File: config.mk
export PLATFORM = sky130hd
export DESIGN_NAME = abc_pipeline_entry_v2
export DESIGN_NICKNAME = d
export VERILOG_FILES = /design/src/rtl/abc_pipe_pkg.sv /design/src/rtl/abc_diag_accum.sv /design/src/rtl/abc_pipeline_entry_v2.sv
export SDC_FILE = /design/constraint.sdc
export NUM_CORES = 2
export LEC_CHECK = 0
export CAP_MARGIN = 0
export CORE_AREA = 2 2 407 409
export DETAILED_ROUTE_END_ITERATION = 8
export DIE_AREA = 0 0 409 411
export MAX_ROUTING_LAYER = met4
export SKIP_CTS_REPAIR_TIMING = 1
export SLEW_MARGIN = 20
export SYNTH_ARGS = -nofsm -noshare
export SYNTH_HDL_FRONTEND = slang
export SYNTH_HIERARCHICAL = 1
export SYNTH_SLANG_ARGS = --single-unit
File: constraint.sdc
create_clock -name BCclk -period 4.01 [get_ports BCclk]
set_clock_uncertainty 0.2 [all_clocks]
set_input_delay 0.6015 -clock BCclk [delete_from_list [all_inputs] [get_ports BCclk]]
set_output_delay 0.6015 -clock BCclk [all_outputs]
set_load 0.1 [all_outputs]
File: src/rtl/abc_pipe_pkg.sv
// Shared definitions for the ABC L0 pipeline entry stage: entry modes and default sizes.
package abc_pipe_pkg;

  typedef enum logic [1:0] {
    MODE_PHYS = 2'b00,
    MODE_TEST = 2'b01,
    MODE_BCID = 2'b10,
    MODE_WALK = 2'b11
  } mode_e;

  localparam int unsigned DEF_WIDTH      = 256;
  localparam int unsigned DEF_BCID_W     = 8;
  localparam int unsigned DEF_DIAG_WIN_W = 4;
  localparam int unsigned OCC_W          = 16;

endpackage

File: src/rtl/abc_diag_accum.sv
// Windowed OR-accumulator of strip hits for diagnostic readback.
// OCCUPANCY_EN adds a saturating count of hit BCs per window.
module abc_diag_accum
  import abc_pipe_pkg::*;
#(
  parameter int unsigned WIDTH      = DEF_WIDTH,
  parameter int unsigned DIAG_WIN_W = DEF_DIAG_WIN_W
) (
  input  logic                  clk_i,
  input  logic                  rst_n_i,
  input  logic [WIDTH-1:0]      hit_i,
  input  logic [WIDTH-1:0]      mask_i,
  input  logic [DIAG_WIN_W-1:0] diag_win_i,
  output logic [WIDTH-1:0]      diag_o,
  output logic                  diag_valid_o,
  output logic [OCC_W-1:0]      occ_o
);

  logic [DIAG_WIN_W-1:0] cnt_q;
  logic [DIAG_WIN_W-1:0] len;
  logic                  start_q;
  logic                  last;
  logic [WIDTH-1:0]      acc_q;
  logic [WIDTH-1:0]      diag_q;
  logic                  diag_valid_q;

  // start_q marks the first BC of a window, where the length is taken from diag_win_i
  always_comb begin
    len  = start_q ? diag_win_i : cnt_q;
    last = (len == '0);
  end

  always_ff @(posedge clk_i) begin
    if (!rst_n_i) begin
      cnt_q        <= '0;
      start_q      <= 1'b1;
      acc_q        <= '0;
      diag_q       <= '0;
      diag_valid_q <= 1'b0;
    end else if (last) begin
      diag_q       <= acc_q | hit_i;
      diag_valid_q <= 1'b1;
      acc_q        <= '0;
      start_q      <= 1'b1;
      cnt_q        <= '0;
    end else begin
      acc_q        <= acc_q | hit_i;
      diag_valid_q <= 1'b0;
      start_q      <= 1'b0;
      cnt_q        <= len - DIAG_WIN_W'(1);
    end
  end

  assign diag_o       = diag_q;
  assign diag_valid_o = diag_valid_q;

`ifdef OCCUPANCY_EN
  logic [OCC_W-1:0] occ_cnt_q;
  logic [OCC_W-1:0] occ_cnt_d;
  logic [OCC_W-1:0] occ_q;

  always_comb begin
    occ_cnt_d = occ_cnt_q;
    if ((|(hit_i & ~mask_i)) && (occ_cnt_q != '1)) occ_cnt_d = occ_cnt_q + OCC_W'(1);
  end

  always_ff @(posedge clk_i) begin
    if (!rst_n_i) begin
      occ_cnt_q <= '0;
      occ_q     <= '0;
    end else if (last) begin
      occ_q     <= occ_cnt_d;
      occ_cnt_q <= '0;
    end else begin
      occ_cnt_q <= occ_cnt_d;
    end
  end

  assign occ_o = occ_q;
`else
  logic unused_mask;
  assign unused_mask = ^mask_i;
  assign occ_o       = '0;
`endif

endmodule

File: src/rtl/abc_pipeline_entry_v2.sv
// ABC L0 pipeline input stage: strip registration, edge detect, entry-mode select, diagnostics.
// OCCUPANCY_EN enables the per-window occupancy counter in abc_diag_accum.
module abc_pipeline_entry_v2
  import abc_pipe_pkg::*;
#(
  parameter int unsigned WIDTH      = DEF_WIDTH,
  parameter int unsigned BCID_W     = DEF_BCID_W,
  parameter int unsigned DIAG_WIN_W = DEF_DIAG_WIN_W
) (
  input  logic                  BCclk,
  input  logic                  hrdrstb,
  input  logic [WIDTH-1:0]      stripData,
  input  logic [WIDTH-1:0]      maskBits,
  input  logic [BCID_W-1:0]     BCID,
  input  logic [1:0]            mode,
  input  logic                  edgeDetect,
  input  logic [DIAG_WIN_W-1:0] diagWin,
  output logic [WIDTH-1:0]      pipeLine,
  output logic                  pipeValid,
  output logic [WIDTH-1:0]      diagnostic,
  output logic                  diagValid,
  output logic [15:0]           occupancy
);

  localparam int unsigned PTR_W = $clog2(WIDTH);
  localparam int unsigned REPS  = WIDTH / BCID_W;

  logic [WIDTH-1:0] sin_q;
  logic [WIDTH-1:0] prev_q;
  logic [WIDTH-1:0] hit;
  logic [WIDTH-1:0] bcid_word;
  logic [WIDTH-1:0] pipe_q;
  logic [WIDTH-1:0] pipe_d;
  logic             pipe_valid_q;
  logic             pipe_valid_d;
  logic [1:0]       fill_q;
  mode_e            mode_q;
  mode_e            mode_in;
  logic [PTR_W-1:0] walk_q;
  logic [PTR_W-1:0] walk_d;
  logic [PTR_W-1:0] walk_cur;

  assign mode_in = mode_e'(mode);

  // walk_cur restarts at 0 whenever the previous BC was not in walking-one mode
  always_comb begin
    hit       = edgeDetect ? (sin_q & ~prev_q) : sin_q;
    bcid_word = '0;
    for (int unsigned i = 0; i < REPS; i++) bcid_word[i*BCID_W +: BCID_W] = BCID;
    walk_cur = (mode_q == MODE_WALK) ? walk_q : '0;
    walk_d   = (walk_cur == PTR_W'(WIDTH - 1)) ? '0 : walk_cur + PTR_W'(1);
    pipe_d   = '0;
    unique case (mode_in)
      MODE_PHYS: pipe_d = hit & ~maskBits;
      MODE_TEST: pipe_d = maskBits;
      MODE_BCID: pipe_d = bcid_word;
      MODE_WALK: pipe_d[walk_cur] = 1'b1;
    endcase
    pipe_valid_d = (fill_q == 2'd2) && (mode_in == mode_q);
  end

  always_ff @(posedge BCclk) begin
    if (!hrdrstb) begin
      sin_q        <= '0;
      prev_q       <= '0;
      pipe_q       <= '0;
      pipe_valid_q <= 1'b0;
      fill_q       <= '0;
      mode_q       <= MODE_PHYS;
      walk_q       <= '0;
    end else begin
      sin_q        <= stripData;
      prev_q       <= sin_q;
      pipe_q       <= pipe_d;
      pipe_valid_q <= pipe_valid_d;
      mode_q       <= mode_in;
      walk_q       <= walk_d;
      if (fill_q != 2'd2) fill_q <= fill_q + 2'd1;
    end
  end

  assign pipeLine  = pipe_q;
  assign pipeValid = pipe_valid_q;

  abc_diag_accum #(
    .WIDTH      (WIDTH),
    .DIAG_WIN_W (DIAG_WIN_W)
  ) u_diag (
    .clk_i        (BCclk),
    .rst_n_i      (hrdrstb),
    .hit_i        (hit),
    .mask_i       (maskBits),
    .diag_win_i   (diagWin),
    .diag_o       (diagnostic),
    .diag_valid_o (diagValid),
    .occ_o        (occupancy)
  );

endmodule

### After elaboration in Yosys (flattened, before gate mapping)

Cells that the tools add are included.

* bits in registers: 1299
* bits of input ports: 529
* logic and storage cells: 44

* add/subtract/negate cells: 3
* order comparisons: 2
* equality and inequality tests: 8
* mux-type cells: 7
* bitwise operators: 6
* reductions and logical operators: 6

Operator list (count)
* case mux 256 bit (4 select lines): 1
* bitwise AND 256 bit: 2
* inverter 256 bit: 2
* two-way mux 256 bit: 1
* OR 256 bit: 1
* less-than comparator 8 x 9 -> 1 bit, second input constant: 1
* adder 8 x 1 -> 8 bit, second input constant: 1
* demux 1 bit (select 8 bit): 1
* == test 2 bit, second input constant: 4
* == test 8 bit, second input constant: 1
* >= comparator 8 x 1 -> 1 bit, second input constant: 1
* two-way mux 8 bit: 1
* zero test 4 bit: 1
* two-way mux 4 bit: 1
* OR reduction 2 bit: 2
* subtractor 4 x 1 -> 4 bit, second input constant: 1
* adder 2 x 1 -> 2 bit, second input constant: 1
* == test 2 x 1 -> 1 bit, second input constant: 1
* == test 2 bit: 1
* logical AND 1 bit: 2
* zero test 2 bit: 1
* two-way mux 1 bit: 2
* != test 2 bit, second input constant: 1
* inverter 1 bit: 1

### Logic depth before layout (Yosys ltp)

* depth after elaboration: 7
* mapped depth: 9

### Hierarchy

The synthesis kept the hierarchy.

Modules (own cells, without submodules)
* abc_pipeline_entry_v2: instances 1, cells each 3232, area an instance 29439.5 um^2, seq. area each 15635.0 um^2
* abc_diag_accum: instances 1, cells each 1950, area an instance 18416.4 um^2, seq. area each 10369.9 um^2

### Worst setup path before layout

Ideal clock, no wire load.

* path type: input to register
* start point: input diagWin[0]
* end point: register u_diag.acc_q[100]
* library setup time: 116 ps
* arrival time: 1956 ps
* setup slack: 1738 ps
* cell stages on the path: 8
* path through: mux2i_1 > ha_1 > nor4bb_4 > or3_1 > buf_2 > buf_6 > buf_8 > nor2_4

* word-level cells in the longest chain between the ends: 3

Ends and longest elaborated chain
* from (decl): RTL line abc_pipeline_entry_v2.sv:17 `input logic [DIAG_WIN_W-1:0] diagWin,`
* two-way mux 4 bit: RTL line abc_diag_accum.sv:29 `len = start_q ? diag_win_i : cnt_q;`
* zero test 4 bit: RTL line abc_diag_accum.sv:30 `last = (len == '0);`
* OR reduction 2 bit (no source line)
* to (signal assigned): RTL line abc_diag_accum.sv:47 `acc_q <= acc_q | hit_i;`
* to (decl): RTL line abc_diag_accum.sv:23 `logic [WIDTH-1:0] acc_q;`

Every way passes these cells.
A chain may end at the register's enable or synchronous reset.

### Final worst setup path

* start point: register u_diag.diag_q[21] (netlist: u_diag/diag_o[21])
* end point: output diagnostic[21]

RTL lines
* from (decl): RTL line abc_diag_accum.sv:24 `logic [WIDTH-1:0] diag_q;`
* from (signal assigned): RTL line abc_diag_accum.sv:41 `diag_q <= acc_q | hit_i;`
* to (decl): RTL line abc_pipeline_entry_v2.sv:20 `output logic [WIDTH-1:0] diagnostic,`

No word-level cell between the ends.

==> flow_summary.yaml <==
place:
  portBuffers: 1042
  pre_cts_ws_ps: 692
  dp_hpwl_microns: 151000
  place.gp.congestion: 0.918
  place_area_sq_um: 60800
synth:
  syn_area_per_cell_sq_um: 9.24
  synth_area_sq_um: 47900
  synth_xor_area_share_pct: 0.165
  synth_compound_area_share_pct: 10.5
  ys_types: 47
  ys_seq_area_share_pct: 54.3
  yosys_most_used_dff: "dfxtp_1"
  ys_warn_count: 6
  synth_top_family_by_area: "simple AND/OR/NAND/NOR gates"
  synth_top_cell_by_area: "dfxtp_1"
  synth_top_area_share_pct: 54.3
  synth-edff-count: 0
  ys_ff_latch: 1299
  synthAdderAreaFrac_pct: 0.0523
  synthArstFlopShare_pct: 0
  yosys-top-cells-area: "dfxtp_1 54%, and2_1 6.8%, mux2i_1 5.4%"
  netlist_instances: 5182
  synthSimpleGateAreaFrac_pct: 25.7
  synth.area.mux_share_pct: 5.44
finish:
  finish.instance_area_sq_um: 65900
  fin_util_pct: 40.2
  area_delta_synth_final_pct: 37.6
  multi_input_area_sq_um: 20200
  final_cell_mix: "1299 x dfxtp_1, 1017 x clkdlybuf4s50_1, 689 x nor2_1, 533 x nand2_1, 516 x and2_1"
  fill_cells: 16000
  nNetsFinal: 6656
  layout_commonest_cell: "dfxtp_1"
  drive_gt1_share_pct: 8.08
  regArea_sq_um: 26000
worst_setup_path:
  path_cells: "clkdlybuf4s50_1"
  cp-start-kind: "flop"
  crit_cells: 1
  cp_top_family: "buffers and inverters"
  reg2reg_depth: 4
  crit_arrival_ps: 2470
  worst_path_largest_cell_delay_ps: 1210
  worstPathRequired_ps: 3210
  worstPathMaxFanout: 2
  path_class: "flop to output port"
  worst_path_max_delay_cell: "clkdlybuf4s50_1"
  critPathBufInv: 1
  cp-end-kind: "output port"
sta:
  layout_setup_ws_ps: 743
  finalSetupViolCount: 0
  timing.slew.headroom_pct: 21.6
  fmax_mhz: 306
  slew_viol_final: 0
  fin_setup_tns_ps: 0
  rsz0062_at_grt: "false"
  hold_viol_final: 0
  tightest_slew_ps: 1170
  period_share_pct: 81.5
  layout_min_cycle_time_ps: 3270
cts:
  cts_root_buf: "clkbuf_16"
  cts_buffers: 144
  cts_htree_levels: 4
  cts.sinks: 1299
  clk_transition_reported_paths_ps: 60
  clk_latency_ps: 760
  cts_tree: "done"
  clockBufferDepth: 3
status:
  outcome: "finished clean"
route:
  drt_iter0_markers: 3568
  dr.pass1.iters: 6
  postRouteAntennaNets: 0
  drc: 0
  drt-vias-per-instance: 4.83
  num_vias: 40900
  drt_wl_total_microns: 208000
  wl_per_cell_microns: 24.6
grt:
  grt_pass1_vias: 38700
  grt_usage_pct: 24.3
  grt_max_degree: 158
  gr-total-overflow: 0
  grt_pass1_wl_microns: 286000
  antenna_found_initial: 61
floorplanning:
  core_area_sq_um: 164000
  fp.dieW_microns: 409
  rows: 149
  initial_core_util_pct: 29.2
  die-area_sq_um: 168000
  die_h_microns: 411
  ioPinCount: 1059
flow_run:
  maxCapViolCount: 0
pwr:
  p_leak_nw: 26.7
  total_power_w: 0.0356
  power_density_nw_per_um2: 540
  ir_drop_v: 0.000377
worst_hold_path:
  min_path_type: "input pin to flop"
  min_path_cells: 2
Yosys cell counts (all sizes together) (3+ instances only):
cell    instances
dfxtp        1299
nor2          783
nand2         535
and2          518
a21boi        266
mux2i         260
o21ai         259
nand2b        257
and3          256
clkbuf        250
o22ai         227
buf           132
nand3          53
o32ai          27
nand4          12
nor2b           6
inv             5
xor2            5
a21oi           4
xnor2           4
and4b           3
or3             3
stage by stage:
| stage | hold WS [ps] | instances |
|---|---|---|
| 2_1_floorplan | 223 | 5197 |
| 3_3_place_gp | 229 | 8168 |
| 3_5_place_dp | 233 | 8168 |
| 4_1_cts | 25.3 | 8428 |
| 5_1_grt | 37.1 | 8461 |
| 6_report | 71.9 | 8470 |
routing by layer:
metal	track usage (%)	share of wire, %
met1	30.0	42
met4	8.67	3.5
met2	39.1	47
met5	-	0
met3	5.42	7.8
worst reg2reg max path, stage by stage, from the launching register on:
cell and delay, ps:
dfxtp_1 540, and4_1 760, nand2_1 720, o32ai_1 470
and3_1 190
cell type report:
type	count	share of cell area, %
repair buffers	1164	17.9
well taps	2189	4.16
clock inverters	59	1.30
clock buffers	201	6.27
inverters	5	0.0399
diodes	42	0.160
multi-input cells	3511	30.7
flip-flops and latches	1299	39.5
sequential cells by signal, summed over array words and instances (netlist names):
| register | cells |
|---|---|
| fill_q | 2 |
| mode_q | 2 |
| pipeLine | 256 |
| pipeValid | 1 |
| prev_q | 256 |
| sin_q | 256 |
| u_diag/acc_q | 256 |
| u_diag/cnt_q | 4 |
| u_diag/diag_o | 256 |
| u_diag/diag_valid_o | 1 |
| u_diag/start_q | 1 |
| walk_q | 8 |
final timing paths:
| kind | from | to | slack, ps |
|---|---|---|---|
| hold / removal | hrdrstb | sin_q[212] | 70 |
| hold reg to reg | sin_q[12] | prev_q[12] | 230 |
| setup / recovery | u_diag/diag_o[21] | diagnostic[21] | 740 |
| setup reg to reg | walk_q[6] | pipeLine[193] | 1060 |
cells by family after synthesis:
kind of cell,Yosys count
compound gates,787
other cells,1
simple gates,2437
flops,1299
xor+xnor,9
fa+ha+maj,2
mux,260
buf+inv,387
where the power goes:
group	total, W	switching, W	internal [W]
Combinational	0.00736	0.00516	0.00220
Clock	0.0139	0.00571	0.00819
Sequential	0.0143	0.000476	0.0138
Note: power is estimated with default switching activity, not from simulation.
